$ cat src/rtl/deco_exe_pipe_reg_pkg.sv
// Shared types and constants for the decode/execute pipeline boundary.
package deco_exe_pipe_reg_pkg;

    localparam logic [1:0] MEM_TO_REG_MEM  = 2'b00;
    localparam logic [1:0] MEM_TO_REG_ALU  = 2'b01;
    localparam logic [1:0] MEM_TO_REG_TRIG = 2'b11;

    typedef struct packed {
        logic       regWrite;
        logic       memWrite;
        logic [1:0] memToReg;
        logic [3:0] aluControl;
        logic       aluSrc;
        logic       branch;
        logic       flagWrite;
    } deco_exe_cu_signals;

    localparam deco_exe_cu_signals NOP_CTRL = '0;
    localparam int unsigned CTRL_W = $bits(deco_exe_cu_signals);

    // A load is the only producer whose result is not ready for forwarding.
    function automatic logic is_load(input deco_exe_cu_signals c);
        return c.regWrite && (c.memToReg == MEM_TO_REG_MEM);
    endfunction

endpackage

$ cat src/rtl/deco_exe_pipe_reg_hazard.sv
// Combinational load-use hazard detection between the exe slot and decode.
module load_use_hazard_unit
    import deco_exe_pipe_reg_pkg::*;
#(
    parameter int unsigned REG_AW = 4
) (
    input  logic               exe_valid_i,
    input  deco_exe_cu_signals exe_ctrl_i,
    input  logic [REG_AW-1:0]  exe_rd_i,
    input  logic               deco_valid_i,
    input  logic [REG_AW-1:0]  deco_rs1_i,
    input  logic [REG_AW-1:0]  deco_rs2_i,
    input  logic               deco_rs1_used_i,
    input  logic               deco_rs2_used_i,
    output logic               hz_o
);

    logic src_match;

    always_comb begin
        src_match = (deco_rs1_used_i && (deco_rs1_i == exe_rd_i)) ||
                    (deco_rs2_used_i && (deco_rs2_i == exe_rd_i));
        hz_o      = exe_valid_i && is_load(exe_ctrl_i) && deco_valid_i && src_match;
    end

endmodule

$ cat src/rtl/deco_exe_pipe_reg.sv
// Decode-to-execute pipeline register with load-use bubble insertion,
// external stall, branch flush and a saturating bubble counter.
module deco_exe_pipe_reg
    import deco_exe_pipe_reg_pkg::*;
#(
    parameter int unsigned DATA_W = 32,
    parameter int unsigned REG_AW = 4,
    parameter int unsigned CNT_W  = 16
) (
    input  logic               clk,
    input  logic               rst,
    input  deco_exe_cu_signals deco_ctrl_i,
    input  logic               deco_valid_i,
    input  logic [REG_AW-1:0]  deco_rs1_i,
    input  logic [REG_AW-1:0]  deco_rs2_i,
    input  logic               deco_rs1_used_i,
    input  logic               deco_rs2_used_i,
    input  logic [REG_AW-1:0]  deco_rd_i,
    input  logic [DATA_W-1:0]  deco_rd1_i,
    input  logic [DATA_W-1:0]  deco_rd2_i,
    input  logic [DATA_W-1:0]  deco_imm_i,
    input  logic [DATA_W-1:0]  deco_pc_i,
    input  logic               ext_stall_i,
    input  logic               flush_i,
    output deco_exe_cu_signals exe_ctrl_o,
    output logic               exe_valid_o,
    output logic [REG_AW-1:0]  exe_rs1_o,
    output logic [REG_AW-1:0]  exe_rs2_o,
    output logic [REG_AW-1:0]  exe_rd_o,
    output logic [DATA_W-1:0]  exe_rd1_o,
    output logic [DATA_W-1:0]  exe_rd2_o,
    output logic [DATA_W-1:0]  exe_imm_o,
    output logic [DATA_W-1:0]  exe_pc_o,
    output logic               hold_o,
    output logic [CNT_W-1:0]   bubble_cnt_o
);

    deco_exe_cu_signals ctrl_d, ctrl_q;
    logic               valid_d, valid_q;
    logic [REG_AW-1:0]  rs1_d, rs1_q, rs2_d, rs2_q, rd_d, rd_q;
    logic [DATA_W-1:0]  rd1_d, rd1_q, rd2_d, rd2_q, imm_d, imm_q, pc_d, pc_q;
    logic [CNT_W-1:0]   cnt_d, cnt_q;
    logic               hz;
    logic               bubble;

    load_use_hazard_unit #(
        .REG_AW (REG_AW)
    ) u_hazard (
        .exe_valid_i     (valid_q),
        .exe_ctrl_i      (ctrl_q),
        .exe_rd_i        (rd_q),
        .deco_valid_i    (deco_valid_i),
        .deco_rs1_i      (deco_rs1_i),
        .deco_rs2_i      (deco_rs2_i),
        .deco_rs1_used_i (deco_rs1_used_i),
        .deco_rs2_used_i (deco_rs2_used_i),
        .hz_o            (hz)
    );

    always_comb begin
        ctrl_d  = ctrl_q;
        valid_d = valid_q;
        rs1_d   = rs1_q;
        rs2_d   = rs2_q;
        rd_d    = rd_q;
        rd1_d   = rd1_q;
        rd2_d   = rd2_q;
        imm_d   = imm_q;
        pc_d    = pc_q;
        cnt_d   = cnt_q;
        bubble  = 1'b0;

        // Flush outranks the stall; a stall alone freezes everything.
        if (flush_i) begin
            bubble = 1'b1;
        end else if (!ext_stall_i) begin
            if (hz) begin
                bubble = 1'b1;
            end else begin
                ctrl_d  = deco_valid_i ? deco_ctrl_i : NOP_CTRL;
                valid_d = deco_valid_i;
                rs1_d   = deco_rs1_i;
                rs2_d   = deco_rs2_i;
                rd_d    = deco_rd_i;
                rd1_d   = deco_rd1_i;
                rd2_d   = deco_rd2_i;
                imm_d   = deco_imm_i;
                pc_d    = deco_pc_i;
            end
        end

        if (bubble) begin
            ctrl_d  = NOP_CTRL;
            valid_d = 1'b0;
            rs1_d   = '0;
            rs2_d   = '0;
            rd_d    = '0;
            rd1_d   = '0;
            rd2_d   = '0;
            imm_d   = '0;
            pc_d    = '0;
            if (cnt_q != '1) begin
                cnt_d = cnt_q + CNT_W'(1);
            end
        end
    end

    always_ff @(posedge clk or posedge rst) begin
        if (rst) begin
            ctrl_q  <= NOP_CTRL;
            valid_q <= 1'b0;
            rs1_q   <= '0;
            rs2_q   <= '0;
            rd_q    <= '0;
            rd1_q   <= '0;
            rd2_q   <= '0;
            imm_q   <= '0;
            pc_q    <= '0;
            cnt_q   <= '0;
        end else begin
            ctrl_q  <= ctrl_d;
            valid_q <= valid_d;
            rs1_q   <= rs1_d;
            rs2_q   <= rs2_d;
            rd_q    <= rd_d;
            rd1_q   <= rd1_d;
            rd2_q   <= rd2_d;
            imm_q   <= imm_d;
            pc_q    <= pc_d;
            cnt_q   <= cnt_d;
        end
    end

    always_comb begin
        hold_o       = !rst && !flush_i && (ext_stall_i || hz);
        exe_ctrl_o   = ctrl_q;
        exe_valid_o  = valid_q;
        exe_rs1_o    = rs1_q;
        exe_rs2_o    = rs2_q;
        exe_rd_o     = rd_q;
        exe_rd1_o    = rd1_q;
        exe_rd2_o    = rd2_q;
        exe_imm_o    = imm_q;
        exe_pc_o     = pc_q;
        bubble_cnt_o = cnt_q;
    end

endmodule

$ cat config.mk
export PLATFORM = sky130hd
export DESIGN_NAME = deco_exe_pipe_reg
export DESIGN_NICKNAME = d
export VERILOG_FILES = /design/src/rtl/deco_exe_pipe_reg_pkg.sv /design/src/rtl/deco_exe_pipe_reg_hazard.sv /design/src/rtl/deco_exe_pipe_reg.sv
export SDC_FILE = /design/constraint.sdc
export NUM_CORES = 1
export LEC_CHECK = 0
export ABC_AREA = 1
export BUFFER_PORTS_ARGS = -buffer_cell sky130_fd_sc_hd__buf_2
export CAP_MARGIN = 5
export CORE_AREA = 2 2 148 150
export CTS_BUF_LIST = sky130_fd_sc_hd__clkbuf_8
export CTS_CLUSTER_DIAMETER = 50
export DETAILED_ROUTE_END_ITERATION = 7
export DIE_AREA = 0 0 150 152
export SKIP_CTS_REPAIR_TIMING = 1
export SYNTH_ARGS = -nofsm -noshare
export SYNTH_HDL_FRONTEND = slang
export SYNTH_SLANG_ARGS = --single-unit
$ cat constraint.sdc
create_clock -name clk -period 5.7 [get_ports clk]
set_input_delay 1.14 -clock clk [delete_from_list [all_inputs] [get_ports clk]]
set_output_delay 1.14 -clock clk [all_outputs]
set_load 0.02 [all_outputs]
==> results.txt <==
* TritonCTS clock tree: done
- Final clock skew: 14.2 ps
- Portion of the clock cycle consumed by the worst path in the final layout: 63.3%
- Capture instance of the worst register-to-register path: exe_ctrl_o[3]
- For this block, the routed nets add up to 21.3 mm of wire.
- Slowest stage cell on the critical path: sky130_fd_sc_hd__nor4b_2
- For this design, the sink count on the clock tree is 168.
* Number of antenna violations at the first check in global routing: 0
- Area growth from synthesis to layout: 29.6%
- Fmax: 0.277 GHz
- Kind of launch point of the worst setup path: input port
- Timing analysis after detailed placement gives a worst setup slack of 2090 ps.
- In this run the remaining antenna-violating nets after routing total 0.
- Summing internal, switching and leakage power gives 0.00266 W.
* Clk Tree Root Cell: sky130_fd_sc_hd__clkbuf_8
- The number of pins with negative max-slew slack in the final report was 0.
- The analysis attributes to net switching a power of 0.000832 W.
- Post-layout util: 44.2%
- On the worst path, the slowest cell contributes a delay of 380 ps.
* Terminating pin of the worst hold path: exe_rs2_o[2]
- Clock Latency Late Sink: 450 ps
* Gp weighted congestion: 0.776
* Clk slew on worst S/H paths: 90 ps
* Clock buffers created by TritonCTS: 17
- Synthesized instance count: 867
- Endpoint class of the critical path: output port
- Registers are responsible for 49.9% of the overall power.
- Largest delay share family, worst path: simple AND/OR/NAND/NOR gates
* Worst EP required: 4560 ps
* Worst reg2reg startpoint: exe_ctrl_o[8]
* Number of nets in the final layout: 1329
- Via density per instance: 4.63
* Number of levels in the clock H-tree: 4
- Pleak: 5.24 nW
* Unrepaired setup endpoints after global routing: false
- Most instantiated library cell after synthesis: sky130_fd_sc_hd__nand2_1
- In this run switching power makes up 31.3% of total power.
- Startpoint of the tightest hold check path: exe_rs2_o[2]
* DIE AREA: 0.0228 mm^2
- Worst-case setup margin in the final layout: 2090 ps
* Number of flip-flops and latches in the synthesized netlist: 168
- Share of layout cells above drive strength 1: 32.0%
* Clock group share of total power: 33.0%
* Power per Cell Area: 282 mW/mm^2
* Height of the die: 152 um
- The tightest min-delay check is of the flip-flop to flip-flop type.
- The number of hold-slack violations in the final timing report came to 0.
- Total gr overflow: 0
* Maximum number of pins on one net before global-route repair: 103
* Relative slew margins: 28.9%
- Final setup violating endpoints: 0
- Top-area cell type share of the netlist area: 57.7%
- The first global-routing pass estimated 33.9 mm of wire.
* Internal Power: 0.00183 W
* Number of flops mapped to enable cells by yosys: 0
- Walking the worst path, the cells encountered are buf_2 -> nor4b_2 -> nand2_2 -> nand2_1 -> nand2_1 -> nor2_1 -> buf_2.
- Input and output buffers added on the ports amount to 326.
- Setup total negative slack on the finished layout was measured at 0 ps.
- Result of the run: finished clean
* CP bufs+invs: 2
- Hold path depth: 2
* Distinct cell type count of the synthesized netlist: 30
* Fraction of synthesis flops using an asynchronous set or reset pin: 100%
* Max Cap Viol: 0
- Measured in cells, the most critical reg-to-reg path has a length of 6.
* Via count of the first global-routing pass: 6549
- Min Clock Period, post-route: 3610 ps
* Global-route layer with the greatest usage: met2
- Peak ir drop on the vdd network: 134 uV
* Maximum buffer depth of the clock tree: 2
* Hpwl dp: 14.5 mm
- YS warnings: 0
- Library cell with the largest summed area after synthesis: sky130_fd_sc_hd__dfrtp_1
- Share of total power in combinational logic: 17.1%
* Drt drc: 0
- Mean post-synth cell area: 8.40 um^2
* Fraction of the yosys area taken by sequential cells: 57.7%
- Initial drt markers: 298
* Primary flip-flop cell chosen by synthesis mapping: sky130_fd_sc_hd__dfrtp_1
- Largest cells by area after synthesis: sky130_fd_sc_hd__dfrtp_1 58%, sky130_fd_sc_hd__nand2_1 20%, sky130_fd_sc_hd__a21oi_1 5.8%
* Via Count: 6780
- Post-synth net total: 1026
- Width of the chip: 150 um
- Met3 usage in global routing: 5.65%
- For this design the top-level I/O count stands at 327.
* Aggregate global-route resource usage: 18.5%
- Type of the worst setup path: input port to output port
* Global routing usage on met1: 24.2%
- The mapped netlist covers 0.00728 mm^2.
- Leading post-synthesis cells by instance count: 383 x sky130_fd_sc_hd__nand2_1, 168 x sky130_fd_sc_hd__dfrtp_1, 85 x sky130_fd_sc_hd__a21oi_1
* Least-Margin Pin Slew: 1070 ps
- After detailed routing, the average wire length per cell comes to 14.6 um.
- The floorplan has 54 rows.
* Initial Util: 34.1%
- Core ar.: 0.0214 mm^2
- Of all nets on the critical path, the largest fanout is 13.
* GR Layer Usage met2: 29.8%
- For the worst setup path, the data arrival time is 2470 ps.
- The setup check on the worst reg-to-reg path leaves a slack of 3250 ps.
- First-pass detailed-route iteration total: 5
placed cells by master (no fill, tap or decap), types with 2 or more instances in the layout:
cell type,Yosys,routed
sky130_fd_sc_hd__inv_1,39,39
sky130_fd_sc_hd__o21ai_0,49,49
sky130_fd_sc_hd__clkbuf_8,0,18
sky130_fd_sc_hd__dfrtp_1,168,168
sky130_fd_sc_hd__nand4_1,2,2
sky130_fd_sc_hd__nand3b_1,2,2
sky130_fd_sc_hd__o21ai_1,2,2
sky130_fd_sc_hd__xor2_1,4,4
sky130_fd_sc_hd__xnor2_1,2,2
sky130_fd_sc_hd__nand2_2,3,2
sky130_fd_sc_hd__nor2_1,23,23
sky130_fd_sc_hd__clkinvlp_4,0,6
sky130_fd_sc_hd__buf_4,5,8
sky130_fd_sc_hd__bufinv_16,0,2
sky130_fd_sc_hd__inv_2,4,3
sky130_fd_sc_hd__nand2_4,1,2
sky130_fd_sc_hd__nand2_1,383,383
sky130_fd_sc_hd__buf_2,5,326
sky130_fd_sc_hd__inv_6,0,4
sky130_fd_sc_hd__a21oi_1,85,85
sky130_fd_sc_hd__nand3_1,38,38
sky130_fd_sc_hd__o22ai_1,4,4
how the worst max path moves through the flow:
stage	to	start	cells past startpoint	slack [ps]
floorplan	bubble_cnt_o[0]	rst	1	10
global placement	hold_o	deco_valid_i	7	2110
detailed placement	hold_o	deco_valid_i	7	2090
CTS	hold_o	deco_valid_i	7	2090
global route	hold_o	deco_valid_i	7	1920
finish	hold_o	deco_valid_i	7	2090
flip-flops by register name (all words and copies together), names as in the netlist:
signal and cells:
exe_rd2_o 32, exe_pc_o 32, exe_rs2_o 4, exe_valid_o 1, exe_imm_o 32, exe_ctrl_o 11
exe_rd_o 4, exe_rs1_o 4, bubble_cnt_o 16, exe_rd1_o 32
cells by family after synthesis:
kind of cell / share of synthesized area, %
and+or+nand+nor: 25.4
buffers and inverters: 6.27
AOI/OAI and AO/OA: 9.69
DFF: 57.7
adders and majority gates: 0.172
xor gates and xnor gates: 0.722
through the flow:
step           hold WS, ps  instance area (um^2)  instances
3_3_place_gp           460                  9040       1431
3_5_place_dp           461                  9040       1431
5_1_grt                504                  9440       1462
6_report               487                  9440       1463
2_1_floorplan          591                  7280        867
4_1_cts                485                  9440       1462
layer usage:
metal	routed length, um	vias up
met5	0	-
met2	9980	238
met1	9330	3169
met4	329	0
li1	-	3346
met3	1690	27
layout make-up:
type / instances / area [um^2]
clock inverter: 13 / 146
multi-input combinational: 605 / 2630
fill: 2188 / 11900
sequential: 168 / 4200
tap: 280 / 350
inverter: 44 / 171
clock buffer: 18 / 248
timing repair buffer: 334 / 1690
antenna: 1 / 2.50
worst min-delay path: stages, from the launching register on:
cell	delay (ps)
sky130_fd_sc_hd__dfrtp_1	350
sky130_fd_sc_hd__nand2_1	50
sky130_fd_sc_hd__o21ai_0	60
power groups by stage:
stage,clock (W),sequential (W),combinational [W]
finish,0.000877,0.00133,0.000456
floorplan,0,0.00144,0.000182
global placement,0,0.00135,0.000461
CTS,0.000907,0.00133,0.000465
detailed placement,0,0.00135,0.000465
global route,0.000963,0.00134,0.000505
(Power assumes the default switching activity.)
